==> src/rtl/instr_queue.sv <==
// Instruction buffer between fetch and decode: DEPTH-entry FIFO with flush and pre-sliced head fields.
// Optional macro INSTR_QUEUE_PC_EN adds a PC field stored alongside each instruction.
module instr_queue #(
  parameter  int IW    = 32,
  parameter  int DEPTH = 4,
  localparam int CW    = $clog2(DEPTH) + 1
) (
  input  logic          clk,
  input  logic          reset,
  input  logic          flush,
  input  logic          in_valid,
  output logic          in_ready,
  input  logic [IW-1:0] in_instr,
`ifdef INSTR_QUEUE_PC_EN
  input  logic [IW-1:0] in_pc,
  output logic [IW-1:0] out_pc,
`endif
  output logic          out_valid,
  input  logic          out_ready,
  output logic [IW-1:0] out_instr,
  output logic [4:0]    out_rs,
  output logic [4:0]    out_rt,
  output logic [15:0]   out_imm,
  output logic [CW-1:0] count,
  output logic          full,
  output logic          empty
);
  localparam int PW = $clog2(DEPTH);

  logic [DEPTH-1:0][IW-1:0] mem_q;
  logic [PW-1:0]            rd_ptr_q, rd_ptr_d;
  logic [PW-1:0]            wr_ptr_q, wr_ptr_d;
  logic [CW-1:0]            count_q, count_d;
  logic                     push, pop;

  assign full      = (count_q == CW'(DEPTH));
  assign empty     = (count_q == '0);
  assign count     = count_q;
  assign in_ready  = !full;
  assign out_valid = !empty;

  // flush suppresses both handshakes so the counter/pointers simply clear
  assign push = in_valid && in_ready && !flush;
  assign pop  = out_valid && out_ready && !flush;

  always_comb begin
    rd_ptr_d = rd_ptr_q;
    wr_ptr_d = wr_ptr_q;
    count_d  = count_q;
    if (flush) begin
      rd_ptr_d = '0;
      wr_ptr_d = '0;
      count_d  = '0;
    end else begin
      if (push) wr_ptr_d = wr_ptr_q + 1'b1;
      if (pop)  rd_ptr_d = rd_ptr_q + 1'b1;
      if (push && !pop)      count_d = count_q + 1'b1;
      else if (pop && !push) count_d = count_q - 1'b1;
    end
  end

  always_ff @(posedge clk) begin
    if (reset) begin
      rd_ptr_q <= '0;
      wr_ptr_q <= '0;
      count_q  <= '0;
    end else begin
      rd_ptr_q <= rd_ptr_d;
      wr_ptr_q <= wr_ptr_d;
      count_q  <= count_d;
    end
  end

  // storage needs no reset; empty masking hides stale contents
  always_ff @(posedge clk) begin
    if (push) mem_q[wr_ptr_q] <= in_instr;
  end

  assign out_instr = empty ? '0 : mem_q[rd_ptr_q];
  assign out_rs    = out_instr[25:21];
  assign out_rt    = out_instr[20:16];
  assign out_imm   = out_instr[15:0];

`ifdef INSTR_QUEUE_PC_EN
  logic [DEPTH-1:0][IW-1:0] pc_q;

  always_ff @(posedge clk) begin
    if (push) pc_q[wr_ptr_q] <= in_pc;
  end

  assign out_pc = empty ? '0 : pc_q[rd_ptr_q];
`endif
endmodule

==> config.mk <==
export PLATFORM = sky130hd
export DESIGN_NAME = instr_queue
export DESIGN_NICKNAME = d
export VERILOG_FILES = /design/src/rtl/instr_queue.sv
export SDC_FILE = /design/constraint.sdc
export NUM_CORES = 1
export LEC_CHECK = 0
export BUFFER_PORTS_ARGS = -buffer_cell sky130_fd_sc_hd__buf_2
export CORE_AREA = 2 2 114 116
export CTS_CLUSTER_SIZE = 14
export DETAILED_ROUTE_END_ITERATION = 6
export DIE_AREA = 0 0 116 118
export PLACE_DENSITY_LB_ADDON = 0.3
export SETUP_SLACK_MARGIN = 0.2
export SLEW_MARGIN = 5
export SYNTH_ARGS = -nofsm -noshare
export SYNTH_HDL_FRONTEND = slang
export SYNTH_SLANG_ARGS = --single-unit
export TNS_END_PERCENT = 10
==> constraint.sdc <==
create_clock -name clk -period 2 [get_ports clk]
set_input_delay 0.2 -clock clk [delete_from_list [all_inputs] [get_ports clk]]
set_output_delay 0.2 -clock clk [all_outputs]
set_load 0.05 [all_outputs]
==> impl_metrics.toml, run 1 <==
[setup_path]
startpoint_type = "flop"
required_ns = 1.80
rrSetupSlack_ns = 0.04
critPathCapture = "out_instr[29]"
r2r-start = "count[2]"
crit_arrival_ns = 1.89
startpoint = "rd_ptr_q[0]"
r2r_cells = 8
cp_slowest_cell = "mux4_2"
crit_family = "multiplexers"
cp_cell_sequence = "clkbuf_16 > mux4_2 > and2_4 > buf_6"
path_max_fanout = 6
end_kind = "primary output"
path_depth = 4
r2r_end = "count[2]"
worst-setup-path-type = "reg -> out"
worstPathBufferInverterCount = 2
slowest_delay_ns = 0.50

[logic_synthesis]
yosys_warnings = 0
post_synth.cell_area_avg_um2 = 19.7
synthTopCellsByCount = "edfxtp_1 (128), and2_1 (32), mux4_2 (32)"
synth_flop_cell = "edfxtp_1"
syn_inst = 281
synth_edf_count = 128
yosysMostFrequentCell = "edfxtp_1"
syn_nets = 324
synth_top_area_share = 0.695
synthArstFlopShare = 0
yosysUniqueCellTypes = 30
synth_seq_area_share = 0.721
yosys-top-cells-area = "edfxtp_1 (70%), mux4_2 (13%), and2_1 (3.6%), buf_4 (3.5%), dfxtp_1 (2.5%)"
synth_top_area_cell = "edfxtp_1"
ys_ff_latch = 135
synth_area_um2 = 5530

[global_routing]
gr-total-overflow = 0
grt.total_usage = 0.165
use_met3 = 0.0505
antenna_found_initial = 0
grt_first_pass_wirelength_mm = 16.2
grt_max_degree = 20
grt_pass1_vias = 3031
grt_util_met2 = 0.274
use_met1 = 0.202
top_usage_layer = "met2"

[cells_and_area]
fin_area_um2 = 7710
fill_cells = 907
antenna_cells = 0
syn2layout_area_growth_pct = 39.4
multi_input_area_um2 = 1340
seq_area_um2 = 4000
utilization = 0.621
final_net_count = 455
drive_gt1_frac = 0.565

[worst_hold_path]
worstHoldPathType = "in -> reg"
min_from = "in_instr[27]"

[cts]
htreeDepth = 4
cts-root-buf = "clkbuf_16"
cts_sinks = 135
clkLatencyLatePin_ns = 0.41
cts_buffers = 17
cts_tree = "done"
cts_max_path_buffers = 2
clk_pin_slew_worst_paths_ns = 0.06

[outcome]
failed_checks = "negative setup slack"
outcome = "finished, violations left"

[timing]
hold_viol = 0
fmax_ghz = 0.478
slew_violations = 0
maxSlewHeadroom = 0.814
post-route-min-period_ns = 2.09
post-route-period-util = 1.05
skew_ns = 0.00741
worst_pin_slew_ns = 0.279
setup_slack_ns = -0.0914
rsz0062_at_grt = "true"
setup_viol = 58

[floorplanning]
die_h_um = 118
rows = 41
num_io_pins = 102
core_um2 = 12400
start_util = 0.445
die_w_um = 116
fp.dieArea_um2 = 13700

[drt]
route.detailed.drc = 0
vias = 2893
viasPerCell = 4.85
firstDrtPassIters = 4
drtAntennaViolNets = 0
wl_per_cell_um = 17.8
drtIter0Drc = 175
wirelength_mm = 10.7

[place]
hpwl_mm = 6.16
placed_area_um2 = 6150
numPortBuffers = 101
gp_congestion = 0.700

[power]
ir_drop_mv = 0.629
p_leak_nw = 2.81
power_density_nw_per_um2 = 994

[run]
max-cap-violations = 0
[metal layers]
metal,share of wire,wire length [um]
met5,0,0
met4,0.0077,82
met3,0.037,393
met2,0.53,5650
met1,0.42,4520
[power by group]
part	internal [mW]	switching, mW
clock	2.32	1.12
sequential	3.14	0.0169
combinational	0.449	0.618
[kinds of logic after synthesis]
| kind of cell | after synthesis | synth area share |
|---|---|---|
| AOI/OAI and AO/OA | 8 | 0.00973 |
| xor gates and xnor gates | 3 | 0.00475 |
| adders and majority gates | 6 | 0.0149 |
| buffers and inverters | 45 | 0.0606 |
| DFF | 135 | 0.721 |
| muxes | 33 | 0.132 |
| and+or+nand+nor | 51 | 0.0573 |
[repair_timing]
action	CTS	global route
hold endpoints to repair	108	0
endpoints found under the setup margin	63	64
pin swaps	8	17
hold buffers	27	0
cloned	1	2
setup buffers	0	1
gates resized for setup	130	57
[sequential cells by signal, summed over array words and instances (netlist names)]
| name | flops |
|---|---|
| wr_ptr_q | 2 |
| count | 3 |
| rd_ptr_q | 2 |
| mem_q | 128 |
[area by class of cell]
class                      instances  area share
tap                              172      0.0279
clock buffer                      17      0.0552
sequential                       135       0.519
inverter                           5     0.00308
multi-input combinational        101       0.174
clock inverter                    15      0.0300
timing repair buffer             152       0.191
[layout by cell type (no fill, tap or decap), types with 2 or more instances in the layout]
cell type / instances
edfxtp_1: 128
buf_6: 52
buf_2: 39
and2_4: 32
mux4_2: 32
dlygate4sd3_1: 27
clkbuf_16: 19
buf_4: 19
buf_8: 8
bufinv_16: 6
and3_2: 4
nor2_1: 4
ha_1: 4
dfxtp_4: 4
buf_12: 4
inv_1: 3
clkinv_1: 3
clkinv_2: 3
or3_4: 2
inv_6: 2
xor2_1: 2
a21oi_1: 2
o21ai_0: 2
dfxtp_1: 2
[worst min-delay path by stage]
| stage | to | slack (ns) | depth (start not counted) |
|---|---|---|---|
| final | mem_q[91] | 0.02 | 1 |
| after global routing | mem_q[4] | 0.009 | 1 |
| after CTS | mem_q[36] | 0.001 | 1 |
| after detailed placement | mem_q[32] | 0.42 | 1 |
| after global placement | mem_q[61] | 0.41 | 1 |
| after floorplan | mem_q[0] | 0.30 | 0 |
[stage by stage]
step	setup TNS [ns]	hold WS (ns)	power (mW)	cells	setup slack [ns]
CTS	-4.97	0.000969	7.66	594	-0.170
global route	-6.96	0.00858	7.89	597	-0.142
global placement	0	0.412	4.00	534	0.0600
detailed placement	-0.0179	0.420	4.01	534	-0.0179
floorplan	-0.142	0.299	3.85	281	-0.0986
finish	-3.56	0.0228	7.66	597	-0.0914
No activity file was read; power rests on OpenSTA's default activity.
==> inputs of run 2 (changes only) <==
SKIP_LAST_GASP = 1   (was unset)
==> impl_metrics.toml, run 2 (synthesis gave the netlist of run 1 again) <==
[outcome]
outcome = "finished, violations left"
failed_checks = "negative setup slack"

[power]
ir_drop_mv = 0.629
p_leak_nw = 2.76
power_density_nw_per_um2 = 1000

[cells_and_area]
final_common_cell = "edfxtp_1"
syn2layout_area_growth_pct = 36.6
layout.cells.most_common_list = "edfxtp_1 (128), buf_6 (50), buf_2 (45)"
multi_input_area_um2 = 1290
seq_area_um2 = 4000
final_net_count = 455
regMostFlops = "mem_q"
antenna_cells = 0
fill_cells = 910
drive_gt1_frac = 0.536
fin_area_um2 = 7550
largest_reg_flops = 128

[place]
placed_area_um2 = 6150
gp_congestion = 0.700
hpwl_mm = 6.16
post-place-ws_ns = -0.0179
numPortBuffers = 101

[setup_path]
end_kind = "primary output"
path_max_fanout = 6
worst-setup-path-type = "reg -> out"
required_ns = 1.80
crit_arrival_ns = 1.92
startpoint_type = "flop"

[timing]
post-route-period-util = 1.06
hold_viol = 0
maxSlewHeadroom = 0.804
slew_violations = 0
worst_pin_slew_ns = 0.291
setup_viol = 60
post-route-min-period_ns = 2.12
fmax_ghz = 0.471
skew_ns = 0.00645
setup_slack_ns = -0.123
rsz0062_at_grt = "true"

[cts]
cts_buffers = 17
htreeDepth = 4
cts_sinks = 135
cts_max_path_buffers = 2
cts-root-buf = "clkbuf_16"
clkLatencyLatePin_ns = 0.41
clk_pin_slew_worst_paths_ns = 0.06
cts_tree = "done"

[floorplanning]
die_h_um = 118
core_um2 = 12400
fp.dieArea_um2 = 13700
start_util = 0.445
rows = 41
num_io_pins = 102
die_w_um = 116

[global_routing]
grt_max_degree = 20
grt.total_usage = 0.159
gr-total-overflow = 0
antenna_found_initial = 0
grt_first_pass_wirelength_mm = 15.6
grt_pass1_vias = 2961

[run]
max-cap-violations = 0

[worst_hold_path]
worstHoldPathType = "in -> reg"

[drt]
drtIter0Drc = 206
route.detailed.drc = 0
firstDrtPassIters = 4
viasPerCell = 4.87
drtAntennaViolNets = 0
wl_per_cell_um = 18.0
vias = 2909
wirelength_mm = 10.7
## run 2: cell type report
class | instances | share of cell area
Clock buffer | 17 | 0.0563
Clock inverter | 15 | 0.0306
Inverter | 5 | 0.00248
Multi-Input combinational cell | 101 | 0.171
Sequential cell | 135 | 0.530
Tap cell | 172 | 0.0285
Timing Repair Buffer | 152 | 0.182
## run 2: where the power goes
part | internal, mW | switching (mW) | total [mW]
combinational | 0.395 | 0.604 | 1.00
clock | 2.32 | 1.12 | 3.44
sequential | 3.14 | 0.0148 | 3.15
total | 5.86 | 1.74 | 7.59
## run 2: stage by stage
step	setup TNS (ns)	total power [mW]	hold slack [ns]	utilization	instances
after global routing	-8.58	7.81	0.0124	0.608	597
after floorplan	-0.142	3.85	0.299	-	281
final	-5.01	7.59	0.0219	0.608	597
after detailed placement	-0.0179	4.01	0.420	0.495	534
after global placement	0	4.00	0.412	0.495	534
after CTS	-8.02	7.50	0.000969	0.573	594
## run 2: repair_timing
action	4_1_cts	5_1_grt
cloned	1	2
setup endpoints to repair	63	64
pin swaps	0	2
gates resized for setup	6	177
hold buffers	27	0
endpoints found under the hold margin	108	0
setup buffers	0	1
## run 2: final timing paths
kind	from	end	slack [ns]	depth (start not counted)
worst max-delay path	rd_ptr_q[0]	out_imm[1]	-0.12	4
worst min-delay path	in_instr[4]	mem_q[36]	0.02	1
worst max register to register	count[2]	count[2]	-0.03	8
worst min register to register	count[1]	count[1]	0.55	2
## run 2: per-layer routing
layer  vias to the layer above  GRT usage  part of all wire
li1                       1332          -                 -
met5                         -          0                 0
met3                        13     0.0505             0.046
met2                        81      0.260              0.53
met1                      1483      0.200              0.41
met4                         0     0.0580             0.013
## run 2: critical path, cell delays in order, from the launching register on
cell and delay [ns]:
dfxtp_4 0.46, clkbuf_16 0.21, mux4_2 0.50, and2_4 0.19
buf_6 0.15
